<file path="src/rtl/bsg_manycore_link_isolate_pkg.sv">
// ---------------------------------------------------------------------------
// bsg_manycore_link_isolate_pkg
// Purpose: shared types for the manycore link isolation buffer.
//   - iso_state_e : per-channel isolation state (run / drain / isolated)
//   - count_width : width of an outstanding-request counter able to hold
//                   the values 0..max_out inclusive
// Ports: none (package).
// ---------------------------------------------------------------------------
package bsg_manycore_link_isolate_pkg;

  typedef enum logic [1:0] {
    e_iso_run      = 2'd0,
    e_iso_drain    = 2'd1,
    e_iso_isolated = 2'd2
  } iso_state_e;

  // Counter must represent max_out itself, hence the +1.
  function automatic int count_width(input int max_out);
    return $clog2(max_out + 1);
  endfunction

endpackage

</file>
<file path="src/rtl/bsg_manycore_link_isolate_buffer_channel.sv">
// ---------------------------------------------------------------------------
// bsg_manycore_link_isolate_buffer_channel
// Purpose: one independent link channel. Holds a small forward request FIFO
//   (proc -> net), a two-entry reverse response buffer (net -> proc), an
//   outstanding-request counter and the isolation FSM.
// Ports:
//   clk_i, reset_i            clock, asynchronous active-high reset
//   isolate_i                 level isolation request
//   proc_fwd_*                requests from the endpoint (v/data/ready)
//   net_fwd_*                 requests toward the router (v/data/ready)
//   net_rev_*                 responses from the router (v/data/ready)
//   proc_rev_*                responses toward the endpoint (v/data/ready)
//   isolated_o                channel drained and fenced
//   out_count_o               outstanding forward requests
//   error_o                   sticky: response seen with zero outstanding
// ---------------------------------------------------------------------------
module bsg_manycore_link_isolate_buffer_channel
  import bsg_manycore_link_isolate_pkg::*;
#(
  parameter int fwd_width_p = 64,
  parameter int rev_width_p = 40,
  parameter int fwd_els_p   = 4,
  parameter int max_out_p   = 16,
  parameter int cnt_width_p = count_width(max_out_p)
) (
  input  logic                   clk_i,
  input  logic                   reset_i,
  input  logic                   isolate_i,

  input  logic                   proc_fwd_v_i,
  input  logic [fwd_width_p-1:0] proc_fwd_data_i,
  output logic                   proc_fwd_ready_o,

  output logic                   net_fwd_v_o,
  output logic [fwd_width_p-1:0] net_fwd_data_o,
  input  logic                   net_fwd_ready_i,

  input  logic                   net_rev_v_i,
  input  logic [rev_width_p-1:0] net_rev_data_i,
  output logic                   net_rev_ready_o,

  output logic                   proc_rev_v_o,
  output logic [rev_width_p-1:0] proc_rev_data_o,
  input  logic                   proc_rev_ready_i,

  output logic                   isolated_o,
  output logic [cnt_width_p-1:0] out_count_o,
  output logic                   error_o
);

  localparam int ptr_w_lp = $clog2(fwd_els_p);

  localparam logic [ptr_w_lp-1:0]    fwd_ptr_one_lp  = ptr_w_lp'(1);
  localparam logic [ptr_w_lp:0]      fwd_used_one_lp = (ptr_w_lp + 1)'(1);
  localparam logic [ptr_w_lp:0]      fwd_used_max_lp = (ptr_w_lp + 1)'(fwd_els_p);
  localparam logic [cnt_width_p-1:0] cnt_one_lp      = cnt_width_p'(1);
  localparam logic [cnt_width_p-1:0] cnt_max_lp      = cnt_width_p'(max_out_p);

  // ---------------- forward FIFO (bsg_fifo_1r1w_small equivalent) ----------
  logic [fwd_width_p-1:0] r_fwd_mem [fwd_els_p];
  logic [ptr_w_lp-1:0]    r_fwd_wptr;
  logic [ptr_w_lp-1:0]    r_fwd_rptr;
  logic [ptr_w_lp:0]      r_fwd_used;
  logic [ptr_w_lp:0]      w_fwd_used_nxt;
  logic                   w_fwd_full;
  logic                   w_fwd_empty;
  logic                   w_fwd_enq;
  logic                   w_fwd_deq;

  // ---------------- reverse buffer (bsg_two_fifo equivalent) ---------------
  logic [rev_width_p-1:0] r_rev_mem [2];
  logic                   r_rev_wptr;
  logic                   r_rev_rptr;
  logic [1:0]             r_rev_used;
  logic [1:0]             w_rev_used_nxt;
  logic                   w_rev_full;
  logic                   w_rev_empty;
  logic                   w_rev_accept;
  logic                   w_rev_store;
  logic                   w_rev_deq;

  // ---------------- counter / FSM -----------------------------------------
  logic [cnt_width_p-1:0] r_out_cnt;
  logic [cnt_width_p-1:0] w_cnt_nxt;
  logic                   r_error;
  logic                   w_err_nxt;
  logic                   w_cnt_zero;
  logic                   w_at_max;
  logic                   w_proc_fwd_ready;
  logic                   w_drained;
  iso_state_e             r_state;
  iso_state_e             w_state_nxt;

  assign w_fwd_full  = (r_fwd_used == fwd_used_max_lp);
  assign w_fwd_empty = (r_fwd_used == {(ptr_w_lp + 1){1'b0}});
  assign w_rev_full  = (r_rev_used == 2'd2);
  assign w_rev_empty = (r_rev_used == 2'd0);
  assign w_cnt_zero  = (r_out_cnt == {cnt_width_p{1'b0}});
  assign w_at_max    = (r_out_cnt == cnt_max_lp);

  // Ready depends only on registered state, so it never rises with isolate_i
  // in the same cycle; reset forces it low.
  assign w_proc_fwd_ready = ~reset_i & (r_state == e_iso_run) & ~w_fwd_full & ~w_at_max;

  assign w_fwd_enq    = proc_fwd_v_i & w_proc_fwd_ready;
  assign w_fwd_deq    = net_fwd_ready_i & ~w_fwd_empty;
  assign w_rev_accept = net_rev_v_i & net_rev_ready_o;
  // Responses accepted while fenced are consumed but not stored.
  assign w_rev_store  = w_rev_accept & (r_state != e_iso_isolated);
  assign w_rev_deq    = proc_rev_ready_i & ~w_rev_empty;

  // Forward FIFO occupancy next value
  always_comb begin
    w_fwd_used_nxt = r_fwd_used;
    case ({w_fwd_enq, w_fwd_deq})
      2'b10:   w_fwd_used_nxt = r_fwd_used + fwd_used_one_lp;
      2'b01:   w_fwd_used_nxt = r_fwd_used - fwd_used_one_lp;
      default: w_fwd_used_nxt = r_fwd_used;
    endcase
  end

  // Forward FIFO pointers and occupancy
  always_ff @(posedge clk_i or posedge reset_i) begin
    if (reset_i) begin
      r_fwd_wptr <= {ptr_w_lp{1'b0}};
      r_fwd_rptr <= {ptr_w_lp{1'b0}};
      r_fwd_used <= {(ptr_w_lp + 1){1'b0}};
    end else begin
      if (w_fwd_enq) r_fwd_wptr <= r_fwd_wptr + fwd_ptr_one_lp;
      if (w_fwd_deq) r_fwd_rptr <= r_fwd_rptr + fwd_ptr_one_lp;
      r_fwd_used <= w_fwd_used_nxt;
    end
  end

  // Forward FIFO storage; contents are qualified by occupancy
  always_ff @(posedge clk_i) begin
    if (w_fwd_enq) r_fwd_mem[r_fwd_wptr] <= proc_fwd_data_i;
  end

  // Reverse buffer occupancy next value
  always_comb begin
    w_rev_used_nxt = r_rev_used;
    case ({w_rev_store, w_rev_deq})
      2'b10:   w_rev_used_nxt = r_rev_used + 2'd1;
      2'b01:   w_rev_used_nxt = r_rev_used - 2'd1;
      default: w_rev_used_nxt = r_rev_used;
    endcase
  end

  // Reverse buffer pointers and occupancy
  always_ff @(posedge clk_i or posedge reset_i) begin
    if (reset_i) begin
      r_rev_wptr <= 1'b0;
      r_rev_rptr <= 1'b0;
      r_rev_used <= 2'd0;
    end else begin
      if (w_rev_store) r_rev_wptr <= ~r_rev_wptr;
      if (w_rev_deq)   r_rev_rptr <= ~r_rev_rptr;
      r_rev_used <= w_rev_used_nxt;
    end
  end

  // Reverse buffer storage; contents are qualified by occupancy
  always_ff @(posedge clk_i) begin
    if (w_rev_store) r_rev_mem[r_rev_wptr] <= net_rev_data_i;
  end

  // Outstanding counter and sticky error next values
  always_comb begin
    w_cnt_nxt = r_out_cnt;
    w_err_nxt = r_error;
    case ({w_fwd_enq, w_rev_accept})
      // Increment only happens when ready, i.e. below max_out_p.
      2'b10: w_cnt_nxt = r_out_cnt + cnt_one_lp;
      2'b01: begin
        if (w_cnt_zero) w_cnt_nxt = r_out_cnt;
        else            w_cnt_nxt = r_out_cnt - cnt_one_lp;
      end
      default: w_cnt_nxt = r_out_cnt;
    endcase
    if (w_rev_accept & w_cnt_zero) w_err_nxt = 1'b1;
    else                           w_err_nxt = r_error;
  end

  // Outstanding counter and sticky error registers
  always_ff @(posedge clk_i or posedge reset_i) begin
    if (reset_i) begin
      r_out_cnt <= {cnt_width_p{1'b0}};
      r_error   <= 1'b0;
    end else begin
      r_out_cnt <= w_cnt_nxt;
      r_error   <= w_err_nxt;
    end
  end

  // Drain is judged on post-edge occupancy so the fence closes on the same
  // edge the last response leaves the reverse buffer.
  assign w_drained = (w_fwd_used_nxt == {(ptr_w_lp + 1){1'b0}})
                   & (w_rev_used_nxt == 2'd0)
                   & (w_cnt_nxt == {cnt_width_p{1'b0}});

  // Isolation FSM next state; a dropped request always wins over completion
  always_comb begin
    w_state_nxt = r_state;
    case (r_state)
      e_iso_run: begin
        if (isolate_i) w_state_nxt = e_iso_drain;
        else           w_state_nxt = e_iso_run;
      end
      e_iso_drain: begin
        if (~isolate_i)     w_state_nxt = e_iso_run;
        else if (w_drained) w_state_nxt = e_iso_isolated;
        else                w_state_nxt = e_iso_drain;
      end
      e_iso_isolated: begin
        if (~isolate_i) w_state_nxt = e_iso_run;
        else            w_state_nxt = e_iso_isolated;
      end
      default: w_state_nxt = e_iso_run;
    endcase
  end

  // Isolation FSM state register
  always_ff @(posedge clk_i or posedge reset_i) begin
    if (reset_i) r_state <= e_iso_run;
    else         r_state <= w_state_nxt;
  end

  assign proc_fwd_ready_o = w_proc_fwd_ready;
  assign net_fwd_v_o      = ~w_fwd_empty;
  assign net_fwd_data_o   = r_fwd_mem[r_fwd_rptr];
  assign net_rev_ready_o  = ~reset_i & ~w_rev_full;
  assign proc_rev_v_o     = ~w_rev_empty;
  assign proc_rev_data_o  = r_rev_mem[r_rev_rptr];
  assign isolated_o       = (r_state == e_iso_isolated);
  assign out_count_o      = r_out_cnt;
  assign error_o          = r_error;

endmodule

</file>
<file path="src/rtl/bsg_manycore_link_isolate_buffer.sv">
// ---------------------------------------------------------------------------
// bsg_manycore_link_isolate_buffer
// Purpose: num_links_p independent link channels between processor-side
//   endpoints and the manycore IO router column. Each channel buffers
//   forward requests and reverse responses, tracks outstanding requests,
//   and can be drained and fenced on request.
// Ports (all vectors are channel-major, channel i in the i-th slice):
//   clk_i, reset_i           clock, asynchronous active-high reset
//   isolate_i                per-channel isolation request
//   proc_fwd_* / net_fwd_*   forward request path (v/data/ready)
//   net_rev_* / proc_rev_*   reverse response path (v/data/ready)
//   isolated_o               per-channel fenced status
//   out_count_o              per-channel outstanding count
//   error_o                  per-channel sticky unexpected-response flag
// ---------------------------------------------------------------------------
module bsg_manycore_link_isolate_buffer
  import bsg_manycore_link_isolate_pkg::*;
#(
  parameter int num_links_p = 3,
  parameter int fwd_width_p = 64,
  parameter int rev_width_p = 40,
  parameter int fwd_els_p   = 4,
  parameter int max_out_p   = 16
) (
  input  logic                                clk_i,
  input  logic                                reset_i,
  input  logic [num_links_p-1:0]              isolate_i,

  input  logic [num_links_p-1:0]              proc_fwd_v_i,
  input  logic [num_links_p*fwd_width_p-1:0]  proc_fwd_data_i,
  output logic [num_links_p-1:0]              proc_fwd_ready_o,

  output logic [num_links_p-1:0]              net_fwd_v_o,
  output logic [num_links_p*fwd_width_p-1:0]  net_fwd_data_o,
  input  logic [num_links_p-1:0]              net_fwd_ready_i,

  input  logic [num_links_p-1:0]              net_rev_v_i,
  input  logic [num_links_p*rev_width_p-1:0]  net_rev_data_i,
  output logic [num_links_p-1:0]              net_rev_ready_o,

  output logic [num_links_p-1:0]              proc_rev_v_o,
  output logic [num_links_p*rev_width_p-1:0]  proc_rev_data_o,
  input  logic [num_links_p-1:0]              proc_rev_ready_i,

  output logic [num_links_p-1:0]              isolated_o,
  output logic [num_links_p*count_width(max_out_p)-1:0] out_count_o,
  output logic [num_links_p-1:0]              error_o
);

  localparam int cnt_width_lp = count_width(max_out_p);

  for (genvar g = 0; g < num_links_p; g++) begin : g_link
    bsg_manycore_link_isolate_buffer_channel #(
      .fwd_width_p (fwd_width_p),
      .rev_width_p (rev_width_p),
      .fwd_els_p   (fwd_els_p),
      .max_out_p   (max_out_p),
      .cnt_width_p (cnt_width_lp)
    ) u_chan (
      .clk_i            (clk_i),
      .reset_i          (reset_i),
      .isolate_i        (isolate_i[g]),
      .proc_fwd_v_i     (proc_fwd_v_i[g]),
      .proc_fwd_data_i  (proc_fwd_data_i[g*fwd_width_p +: fwd_width_p]),
      .proc_fwd_ready_o (proc_fwd_ready_o[g]),
      .net_fwd_v_o      (net_fwd_v_o[g]),
      .net_fwd_data_o   (net_fwd_data_o[g*fwd_width_p +: fwd_width_p]),
      .net_fwd_ready_i  (net_fwd_ready_i[g]),
      .net_rev_v_i      (net_rev_v_i[g]),
      .net_rev_data_i   (net_rev_data_i[g*rev_width_p +: rev_width_p]),
      .net_rev_ready_o  (net_rev_ready_o[g]),
      .proc_rev_v_o     (proc_rev_v_o[g]),
      .proc_rev_data_o  (proc_rev_data_o[g*rev_width_p +: rev_width_p]),
      .proc_rev_ready_i (proc_rev_ready_i[g]),
      .isolated_o       (isolated_o[g]),
      .out_count_o      (out_count_o[g*cnt_width_lp +: cnt_width_lp]),
      .error_o          (error_o[g])
    );
  end

endmodule

</file>
<file path="config.mk">
export PLATFORM = sky130hd
export DESIGN_NAME = bsg_manycore_link_isolate_buffer
export DESIGN_NICKNAME = d
export VERILOG_FILES = /design/src/rtl/bsg_manycore_link_isolate_pkg.sv /design/src/rtl/bsg_manycore_link_isolate_buffer_channel.sv /design/src/rtl/bsg_manycore_link_isolate_buffer.sv
export SDC_FILE = /design/constraint.sdc
export NUM_CORES = 1
export LEC_CHECK = 0
export ABC_AREA = 1
export CAP_MARGIN = 10
export CELL_PAD_IN_SITES_DETAIL_PLACEMENT = 1
export CELL_PAD_IN_SITES_GLOBAL_PLACEMENT = 2
export CORE_ASPECT_RATIO = 0.75
export CORE_MARGIN = 2
export CORE_UTILIZATION = 35
export CTS_CLUSTER_DIAMETER = 50
export DETAILED_ROUTE_END_ITERATION = 8
export MAX_ROUTING_LAYER = met4
export PLACE_DENSITY_LB_ADDON = 0.1
export SYNTH_ARGS = -nofsm -noshare
export SYNTH_HDL_FRONTEND = slang
export SYNTH_SLANG_ARGS = --single-unit
</file>
<file path="constraint.sdc">
create_clock -name clk_i -period 7.14 [get_ports clk_i]
set_clock_uncertainty 0.2 [all_clocks]
set_input_delay 0.714 -clock clk_i [delete_from_list [all_inputs] [get_ports clk_i]]
set_output_delay 0.714 -clock clk_i [all_outputs]
set_load 0.01 [all_outputs]
</file>
==> impl_metrics.ini, run 1 <==
[status]
outcome = finished clean

[critical_path]
worstSetupStartpointType = flip-flop
cp.required_ns = 6.23
rr_startpoint = g_link[0].u_chan.out_count_o[0]
crit_path_max_fanout = 74
reg2reg_slack_ns = 3.43
crit_type = reg -> out
critPathLaunch = g_link[0].u_chan.r_fwd_rptr[0]
critPathCaptureType = primary output
cp-endpoint = net_fwd_data_o[63]
ff2ff_path_depth = 8
worst_r2r_endpoint = g_link[0].u_chan.r_fwd_mem[2][1]
arrival_ns = 3.92

[yosys]
synth_fp_nets = 3378
synth_area_leaders = edfxtp_1, o21ai_0, nand2_1
synth_most_common_cell = edfxtp_1
ys_types = 34
yosysWarnings = 0
ys_ff_latch = 1065
yosys-top-cells-count = edfxtp_1, nand2_1, nor2_1
yosysTopAreaCell = edfxtp_1
synth_area_per_cell_um2 = 13.5
synth_edf_count = 1008
synth_ff_type = edfxtp_1
ys_async_sr_fraction_pct = 5.35
netlist_instances = 3016
synth_area_um2 = 40800
seq_area_frac_synth_pct = 77.7
synth_top_cell_area_share_pct = 74.2

[global_routing]
grt_pass1_wl_um = 176000
overflow = 0
grt_pass1_vias = 28200
antenna_found_initial = 18
grt_usage_pct = 20.3
grt_max_degree = 109

[layout]
fin_util_pct = 46.0
fillers = 11700
final_area_um2 = 53200
syn_to_final_growth_pct = 30.5
final_nets = 4052
drive_above_1_share_pct = 7.43

[die]
num_rows = 108
core_area_um2 = 116000
io_pins = 674
initial_utilization_pct = 35.3
die_y_um = 300
die-area_um2 = 119000
die_w_um = 398

[clocking]
ctsRootBufferMaster = clkbuf_16
ctsHoldBuffers = 0
clock_latency_ns = 0.74
path_clk_slew_ns = 0.05
clock-sinks = 1065
cts_tree = built
numCtsBuffers = 132
clk_path_buf_depth = 3
post_cts_buffers = 0
h-tree-depth = 4
cts_resized = 0

[power_and_ir_drop]
pwr-share-comb_pct = 36.0
switching_share_pct = 34.3
p_per_area_nw_per_um2 = 412
pwr-share-seq_pct = 35.5
power_switching_mw = 7.52
power.share.clock_pct = 28.5
ir_drop_mv = 0.268
leakagePower_nw = 18.5
internal-power_mw = 14.4

[sta]
final_hold_viol_count = 0
setup_viol = 0
report.final.slew_viol_count = 0
slew_headroom_pct = 22.7
final.period_utilization_pct = 67.7
worst_pin_slew_ns = 1.16
setup_tns_ns = 0
period_minus_slack_ns = 4.84
fmax_mhz = 207
rsz0062_at_grt = false

[drt]
wl_um = 119000
postRouteAntennaNets = 0
drcViolationCount = 0
first_pass_iters = 5
vias = 26300
post_drt_via_cell_ratio = 4.92
wl_per_cell_um = 22.2
drt-initial-drc-count = 1362

[placement]
dp_hpwl_um = 75000
port_buffers = 673
place_area_um2 = 49100
gp_congestion = 0.753

[flow_run]
maxCapViolations = 0

[hold_path]
hp-class = reg -> reg
-- per-layer routing --
metal	part of all wire, %	global-route usage (%)	vias up
li1	-	-	12200
met1	40	23.1	13300
met2	52	34.8	544
met3	4.8	4.24	214
met4	3.5	8.31	0
met5	0	-	-
-- sequential cells by signal, summed over array words and instances (netlist names) --
name and count:
g_link.u_chan.r_fwd_mem 768, g_link.u_chan.r_rev_mem 240, g_link.u_chan.out_count_o 15, g_link.u_chan.r_fwd_used 9, g_link.u_chan.r_fwd_rptr 6, g_link.u_chan.r_fwd_wptr 6, g_link.u_chan.r_rev_used 6, g_link.u_chan.r_state 6
g_link.u_chan.error_o 3, g_link.u_chan.r_rev_rptr 3, g_link.u_chan.r_rev_wptr 3
-- layout make-up --
class	count	area, µm²	area share (%)
inverters	125	474	0.891
flip-flops and latches	1065	31700	59.6
multi-input cells	1656	8010	15.0
diodes	17	42.5	0.0799
well taps	1540	1930	3.62
clock inverters	61	553	1.04
clock buffers	165	3500	6.58
repair buffers	710	7010	13.2
-- stage by stage --
stage	worst slack, ns	std cells	hold slack, ns	total power, mW
2_1_floorplan	1.09	3016	0.222	11.7
3_3_place_gp	2.79	5096	0.267	15.7
3_5_place_dp	2.69	5096	0.265	15.9
4_1_cts	2.21	5322	0.284	22.3
5_1_grt	2.02	5338	0.293	23.1
6_report	2.30	5339	0.276	21.9
-- worst min-delay path by stage --
stage,end,depth (start not counted),slack [ns],startpoint
finish,g_link[0].u_chan.r_state[0],1,0.28,g_link[0].u_chan.r_state[1]
global route,g_link[1].u_chan.error_o,1,0.29,g_link[1].u_chan.error_o
CTS,g_link[0].u_chan.r_state[0],3,0.28,isolate_i[0]
detailed placement,g_link[0].u_chan.error_o,1,0.26,g_link[0].u_chan.error_o
global placement,g_link[0].u_chan.error_o,1,0.27,g_link[0].u_chan.error_o
floorplan,g_link[0].u_chan.r_state[0],1,0.22,g_link[0].u_chan.r_state[1]
-- power groups by stage --
| stage | sequential [mW] | clock (mW) | combinational, mW |
|---|---|---|---|
| final | 7.79 | 6.26 | 7.88 |
| after global routing | 7.85 | 6.66 | 8.63 |
| after CTS | 7.79 | 6.44 | 8.09 |
| after detailed placement | 7.91 | 0 | 8.03 |
| after global placement | 7.87 | 0 | 7.85 |
| after floorplan | 7.79 | 0 | 3.87 |
-- critical path: stages (launching register included) --
cell and delay (ns):
dfrtp_4 0.66, clkinv_2 0.89, buf_4 0.65, o21ai_0 0.28, o22ai_1 0.13, clkdlybuf4s50_1 0.53
-- placed cells by master, fill, tap and decap left out, types with 2 or more instances in the layout --
master and n:
inv_6 6, or2_1 2, clkdlybuf4s50_1 673, a21oi_1 10
dfrtp_4 3, o21bai_1 3, dfrtp_1 53, xor2_1 17
o21ai_1 14, nand4_1 12, clkbuf_1 29, xnor2_1 3
nor2_1 420, o22ai_1 192, clkinvlp_4 8, edfxtp_1 1008
nand2_4 2, clkinv_2 17, ha_1 30, nand2_2 6
nor3_1 3, nand2_1 472, bufinv_16 7, o21ai_0 389
nand3_2 4, clkinv_1 20, clkinv_4 6, o21ai_2 2
inv_2 12, buf_4 37, inv_1 106, fa_1 3
a31oi_2 2, inv_8 2, diode_2 17, nand3_1 40
clkbuf_16 135, a31oi_1 2, nor2_4 22, nor2_2 4
-- logic make-up after synthesis --
| group | after synthesis | share of synthesized area, % |
|---|---|---|
| buf+inv | 295 | 3.01 |
| fa+ha+maj | 33 | 1.07 |
| flops | 1065 | 77.7 |
| compound gates | 615 | 8.22 |
| simple gates | 988 | 9.58 |
| xor+xnor | 20 | 0.429 |
Note: power is estimated with default switching activity, not from simulation.
==> run 2, diff against run 1 <==
==> constraint.sdc (replaced) <==
create_clock -name clk_i -period 4.9 [get_ports clk_i]
set_clock_uncertainty 0.2 [all_clocks]
set_input_delay 0.49 -clock clk_i [delete_from_list [all_inputs] [get_ports clk_i]]
set_output_delay 0.49 -clock clk_i [all_outputs]
set_load 0.01 [all_outputs]
==> run 2 against run 1 <==
Non-clock buffer count up 10. Die area unchanged. Sequential cell count unchanged. Cell area up 0.90%. Register-to-register slack worse by 2.0 ns. Highest routed layer unchanged. Utilization up 0.41 points. Cell count up 0.45%. Global-route usage up 0.11 points. Sequential share of layout area down 0.53 points. Critical path depth unchanged. Via count up 0.85%.
==> impl_metrics.ini, run 2 (synthesized netlist as in run 1, its figures left out) <==
[power_and_ir_drop]
ir_drop_mv = 0.329
switching_share_pct = 34.1
p_per_area_nw_per_um2 = 604
internal-power_mw = 21.4
pwr-share-comb_pct = 35.8
power_switching_mw = 11.1
leakagePower_nw = 18.7
pwr-share-seq_pct = 35.0
power.share.clock_pct = 29.3

[sta]
final.period_utilization_pct = 87.8
setup_viol = 0
layout_setup_ws_ns = 0.596
fmax_mhz = 232
slew_headroom_pct = 31.0
final_hold_viol_count = 0
report.final.slew_viol_count = 0
period_minus_slack_ns = 4.30
worst_pin_slew_ns = 1.04
rsz0062_at_grt = false

[clocking]
post_cts_buffers = 0
h-tree-depth = 4
clock_latency_ns = 0.73
numCtsBuffers = 132
ctsHoldBuffers = 0
cts_tree = built
clk_path_buf_depth = 3
clock-sinks = 1065
cts_resized = 0
ctsRootBufferMaster = clkbuf_16
path_clk_slew_ns = 0.05

[global_routing]
grt_usage_pct = 20.4
grt_pass1_vias = 28400
overflow = 0
antenna_found_initial = 24
grt_pass1_wl_um = 177000
grt_max_degree = 97

[drt]
postRouteAntennaNets = 0
first_pass_iters = 5
vias = 26500
post_drt_via_cell_ratio = 4.94
drt-initial-drc-count = 1273
wl_per_cell_um = 22.3
wl_um = 120000
drcViolationCount = 0

[layout]
drive_above_1_share_pct = 7.74
final_area_um2 = 53700
final_common_cell = edfxtp_1
final_nets = 4062
regMostFlops = g_link.u_chan.r_fwd_mem
finalNonFillerCells = 5363
syn_to_final_growth_pct = 31.6
fillers = 11700
largest_reg_flops = 768
final_cell_mix = edfxtp_1, clkdlybuf4s50_1, nand2_1, nor2_1, o21ai_0

[placement]
numPlacedInstances = 5106
dp_hpwl_um = 76600
port_buffers = 673
dpl_worst_slack_ns = 1.01
place_area_um2 = 49400
gp_congestion = 0.758

[status]
outcome = finished clean

[critical_path]
crit_path_max_fanout = 51
arrival_ns = 3.61
crit_buf_inv = 3
path_delay_family = buffers and inverters
cpPeakStageDelay_ns = 0.77
crit_type = reg -> out
crit_slowest_cell = dfrtp_4
critPathCaptureType = primary output
worstSetupStartpointType = flip-flop
cp.required_ns = 4.21
path_cells = clkinv_2 -> buf_4 -> o21ai_0 -> o22ai_1 -> clkdlybuf4s50_1

[die]
initial_utilization_pct = 35.3
die_y_um = 300
io_pins = 674
die_w_um = 398
die-area_um2 = 119000
core_area_um2 = 116000
num_rows = 108

[flow_run]
maxCapViolations = 0

[hold_path]
hp-class = in -> reg
-- run 2: cell types whose count changed in the layout (fill, tap and decap cells not counted), moves of 2 or more --
cell,delta
clkinv_4,-2
buf_4,-5
clkbuf_1,-4
bufinv_16,+3
diode_2,+8
clkinv_1,+7
clkbuf_16,+6
buf_12,+15
-- run 2: metrics by stage --
| step | hold WS [ns] | total power, mW | util (%) | setup TNS (ns) |
|---|---|---|---|---|
| 6_report | 0.117 | 32.4 | 46.4 | 0 |
| 5_1_grt | 0.0947 | 34.2 | 46.4 | 0 |
| 4_1_cts | 0.0484 | 33.0 | 46.4 | 0 |
| 3_5_place_dp | 0.250 | 23.3 | 42.7 | 0 |
| 3_3_place_gp | 0.249 | 23.0 | 42.7 | 0 |
| 2_1_floorplan | 0.222 | 17.0 | - | -237.28 |
-- run 2: path summary, 6_finish.rpt --
| kind | from | endpoint | slack (ns) | cells after the start |
|---|---|---|---|---|
| max in group asynchronous | reset_i | g_link[0].u_chan.r_fwd_rptr[0] | 3.31 | 3 |
| min in group asynchronous | reset_i | g_link[1].u_chan.out_count_o[2] | 0.52 | 3 |
| setup / recovery | g_link[2].u_chan.r_fwd_rptr[0] | net_fwd_data_o[146] | 0.60 | 5 |
| hold reg to reg | g_link[0].u_chan.r_state[1] | g_link[0].u_chan.r_state[0] | 0.25 | 1 |
| hold / removal | isolate_i[0] | g_link[0].u_chan.r_state[0] | 0.12 | 3 |
| setup reg to reg | g_link[0].u_chan.out_count_o[0] | g_link[0].u_chan.r_state[0] | 1.40 | 20 |
-- run 2: tightest hold or removal path: cells and delay by family --
kind,cells,cell delay (ns)
buf+inv,1,0.42
simple gates,2,0.10
-- run 2: per-layer routing --
layer	part of all wire, %	global-route usage [%]
met2	52	35.0
met3	5.7	4.81
met5	0	-
met4	3.1	7.95
met1	39	23.0
-- run 2: layout make-up --
| class | instances | area, µm² | share of cell area [%] |
|---|---|---|---|
| Antenna cell | 25 | 62.6 | 0.116 |
| Clock buffer | 166 | 3620 | 6.74 |
| Tap cell | 1540 | 1930 | 3.59 |
| Timing Repair Buffer | 720 | 7280 | 13.5 |
| Multi-Input combinational cell | 1656 | 8010 | 14.9 |
| Inverter | 125 | 474 | 0.883 |
| Clock inverter | 66 | 627 | 1.17 |
| Sequential cell | 1065 | 31700 | 59.0 |
-- run 2: power by group through the flow --
stage / combinational, mW / clock (mW) / sequential [mW]
after global placement: 11.5 / 0 / 11.5
after CTS: 11.9 / 9.76 / 11.4
after global routing: 12.7 / 10.1 / 11.4
after detailed placement: 11.8 / 0 / 11.5
after floorplan: 5.64 / 0 / 11.4
final: 11.6 / 9.49 / 11.3
==> run 3, diff against run 2 <==
--- a/config.mk
+++ b/config.mk
@@ -7,15 +7,12 @@
 export LEC_CHECK = 0
 export ABC_AREA = 1
 export CAP_MARGIN = 10
-export CELL_PAD_IN_SITES_DETAIL_PLACEMENT = 1
-export CELL_PAD_IN_SITES_GLOBAL_PLACEMENT = 2
 export CORE_ASPECT_RATIO = 0.75
 export CORE_MARGIN = 2
 export CORE_UTILIZATION = 35
 export CTS_CLUSTER_DIAMETER = 50
 export DETAILED_ROUTE_END_ITERATION = 8
 export MAX_ROUTING_LAYER = met4
-export PLACE_DENSITY_LB_ADDON = 0.1
 export SYNTH_ARGS = -nofsm -noshare
 export SYNTH_HDL_FRONTEND = slang
 export SYNTH_SLANG_ARGS = --single-unit
==> run 3 against run 2 <==
Die area did not move. Register-to-register slack improved by 0.03 ns. Worst setup slack improved by 0.19 ns. Cell area is 1.5% lower. Non-clock buffer count shrank 2. Routed wire length decreased by 11%. Global-route usage fell by 2.6 points. Sequential cell count is the same. Maximum frequency is 4.7% higher. Sequential power about the same. Critical endpoint is now net_fwd_data_o[52].
==> impl_metrics.ini, run 3 (synthesized netlist as in run 1, its figures left out) <==
[status]
outcome = finished clean

[power_and_ir_drop]
ir_drop_mv = 0.357
finalPower_mw = 30.7
leakagePower_nw = 18.3
p_per_area_nw_per_um2 = 580

[layout]
seq_area_um2 = 31700
multiInputGateArea_um2 = 8010
syn_to_final_growth_pct = 29.7
final_cell_mix = edfxtp_1, clkdlybuf4s50_1, nand2_1, nor2_1, o21ai_0
regMostFlops = g_link.u_chan.r_fwd_mem
final_nets = 4037
largest_reg_flops = 768
final_common_cell = edfxtp_1
fillers = 10300
final_area_um2 = 52900
finalNonFillerCells = 5323
drive_above_1_share_pct = 7.02

[hold_path]
hp-class = in -> reg

[die]
io_pins = 674
die_y_um = 300
die-area_um2 = 119000
num_rows = 108
die_w_um = 398
initial_utilization_pct = 35.3
core_area_um2 = 116000

[critical_path]
cpPeakStageDelay_ns = 0.72
critPathCaptureType = primary output
worst_r2r_endpoint = g_link[0].u_chan.r_state[0]
worstSetupStartpointType = flip-flop
crit_path_max_fanout = 78
ff2ff_path_depth = 20
rr_startpoint = g_link[0].u_chan.out_count_o[0]
cp.depth = 5
crit_buf_inv = 3
reg2reg_slack_ns = 1.43
critPathLaunch = g_link[0].u_chan.r_fwd_rptr[0]
path_cells = inv_4 -> buf_12 -> o21ai_0 -> o22ai_1 -> clkdlybuf4s50_1
crit_slowest_cell = dfrtp_4
path_delay_family = buffers and inverters
arrival_ns = 3.42
crit_type = reg -> out
cp.required_ns = 4.21
cp-endpoint = net_fwd_data_o[52]

[drt]
first_pass_iters = 7
drt-initial-drc-count = 1914
post_drt_via_cell_ratio = 4.76
vias = 25300
wl_um = 107000
postRouteAntennaNets = 0
drcViolationCount = 0
wl_per_cell_um = 20.0

[clocking]
cts_resized = 0
path_clk_slew_ns = 0.06
h-tree-depth = 3
clock-sinks = 1065
post_cts_buffers = 0
clk_path_buf_depth = 3
numCtsBuffers = 109
ctsHoldBuffers = 0
ctsRootBufferMaster = clkbuf_16
cts_tree = built
clock_latency_ns = 0.71

[flow_run]
maxCapViolations = 0

[placement]
numPlacedInstances = 5104
port_buffers = 673
gp_congestion = 0.822
dpl_worst_slack_ns = 0.897
dp_hpwl_um = 67700
place_area_um2 = 49400

[global_routing]
antenna_found_initial = 20
grt_pass1_vias = 24400
overflow = 0
grt_usage_pct = 17.8
grt_max_degree = 105
grt_pass1_wl_um = 156000

[sta]
period_minus_slack_ns = 4.11
worst_pin_slew_ns = 1.09
fmax_mhz = 243
setup_viol = 0
final_hold_viol_count = 0
rsz0062_at_grt = false
report.final.slew_viol_count = 0
holdWs_ns = 0.169
layout_setup_ws_ns = 0.788
slew_headroom_pct = 27.0
final.period_utilization_pct = 83.9
run 3: how the worst min path moves through the flow:
stage,start,end,slack [ns],cells past startpoint
5_1_grt,net_rev_data_i[114],g_link[2].u_chan.r_rev_mem[0][34],0.12,1
6_report,net_rev_data_i[88],g_link[2].u_chan.r_rev_mem[1][8],0.17,1
4_1_cts,net_rev_data_i[56],g_link[1].u_chan.r_rev_mem[1][16],0.10,1
3_3_place_gp,g_link[0].u_chan.r_state[1],g_link[0].u_chan.r_state[0],0.26,1
2_1_floorplan,g_link[0].u_chan.r_state[1],g_link[0].u_chan.r_state[0],0.22,1
3_5_place_dp,g_link[0].u_chan.r_state[1],g_link[0].u_chan.r_state[0],0.26,1
run 3: stage by stage:
step,setup TNS [ns],utilization (%)
after floorplan,-237.28,-
after CTS,0,45.7
final,0,45.7
after detailed placement,0,42.7
after global routing,0,45.7
after global placement,0,42.7
run 3: layout make-up:
type                            instances  area share, %
Tap cell                             1540           3.64
Timing Repair Buffer                  718           13.7
Clock inverter                         69           1.30
Antenna cell                           21         0.0993
Multi-Input combinational cell       1656           15.1
Sequential cell                      1065           59.9
Inverter                              125          0.898
Clock buffer                          129           5.30
run 3: per-layer routing:
layer | track usage (%) | up-vias | routed length (µm)
met4 | 6.85 | 0 | 3300
met1 | 22.3 | 12300 | 45100
li1 | - | 12200 | -
met2 | 27.8 | 627 | 51500
met5 | - | - | 0
met3 | 4.58 | 170 | 6620
run 3: report_power, final:
group          switching (mW)  total, mW  internal [mW]
logic                    6.51       11.3           4.74
clock network            3.56       8.02           4.46
registers               0.571       11.4           10.9
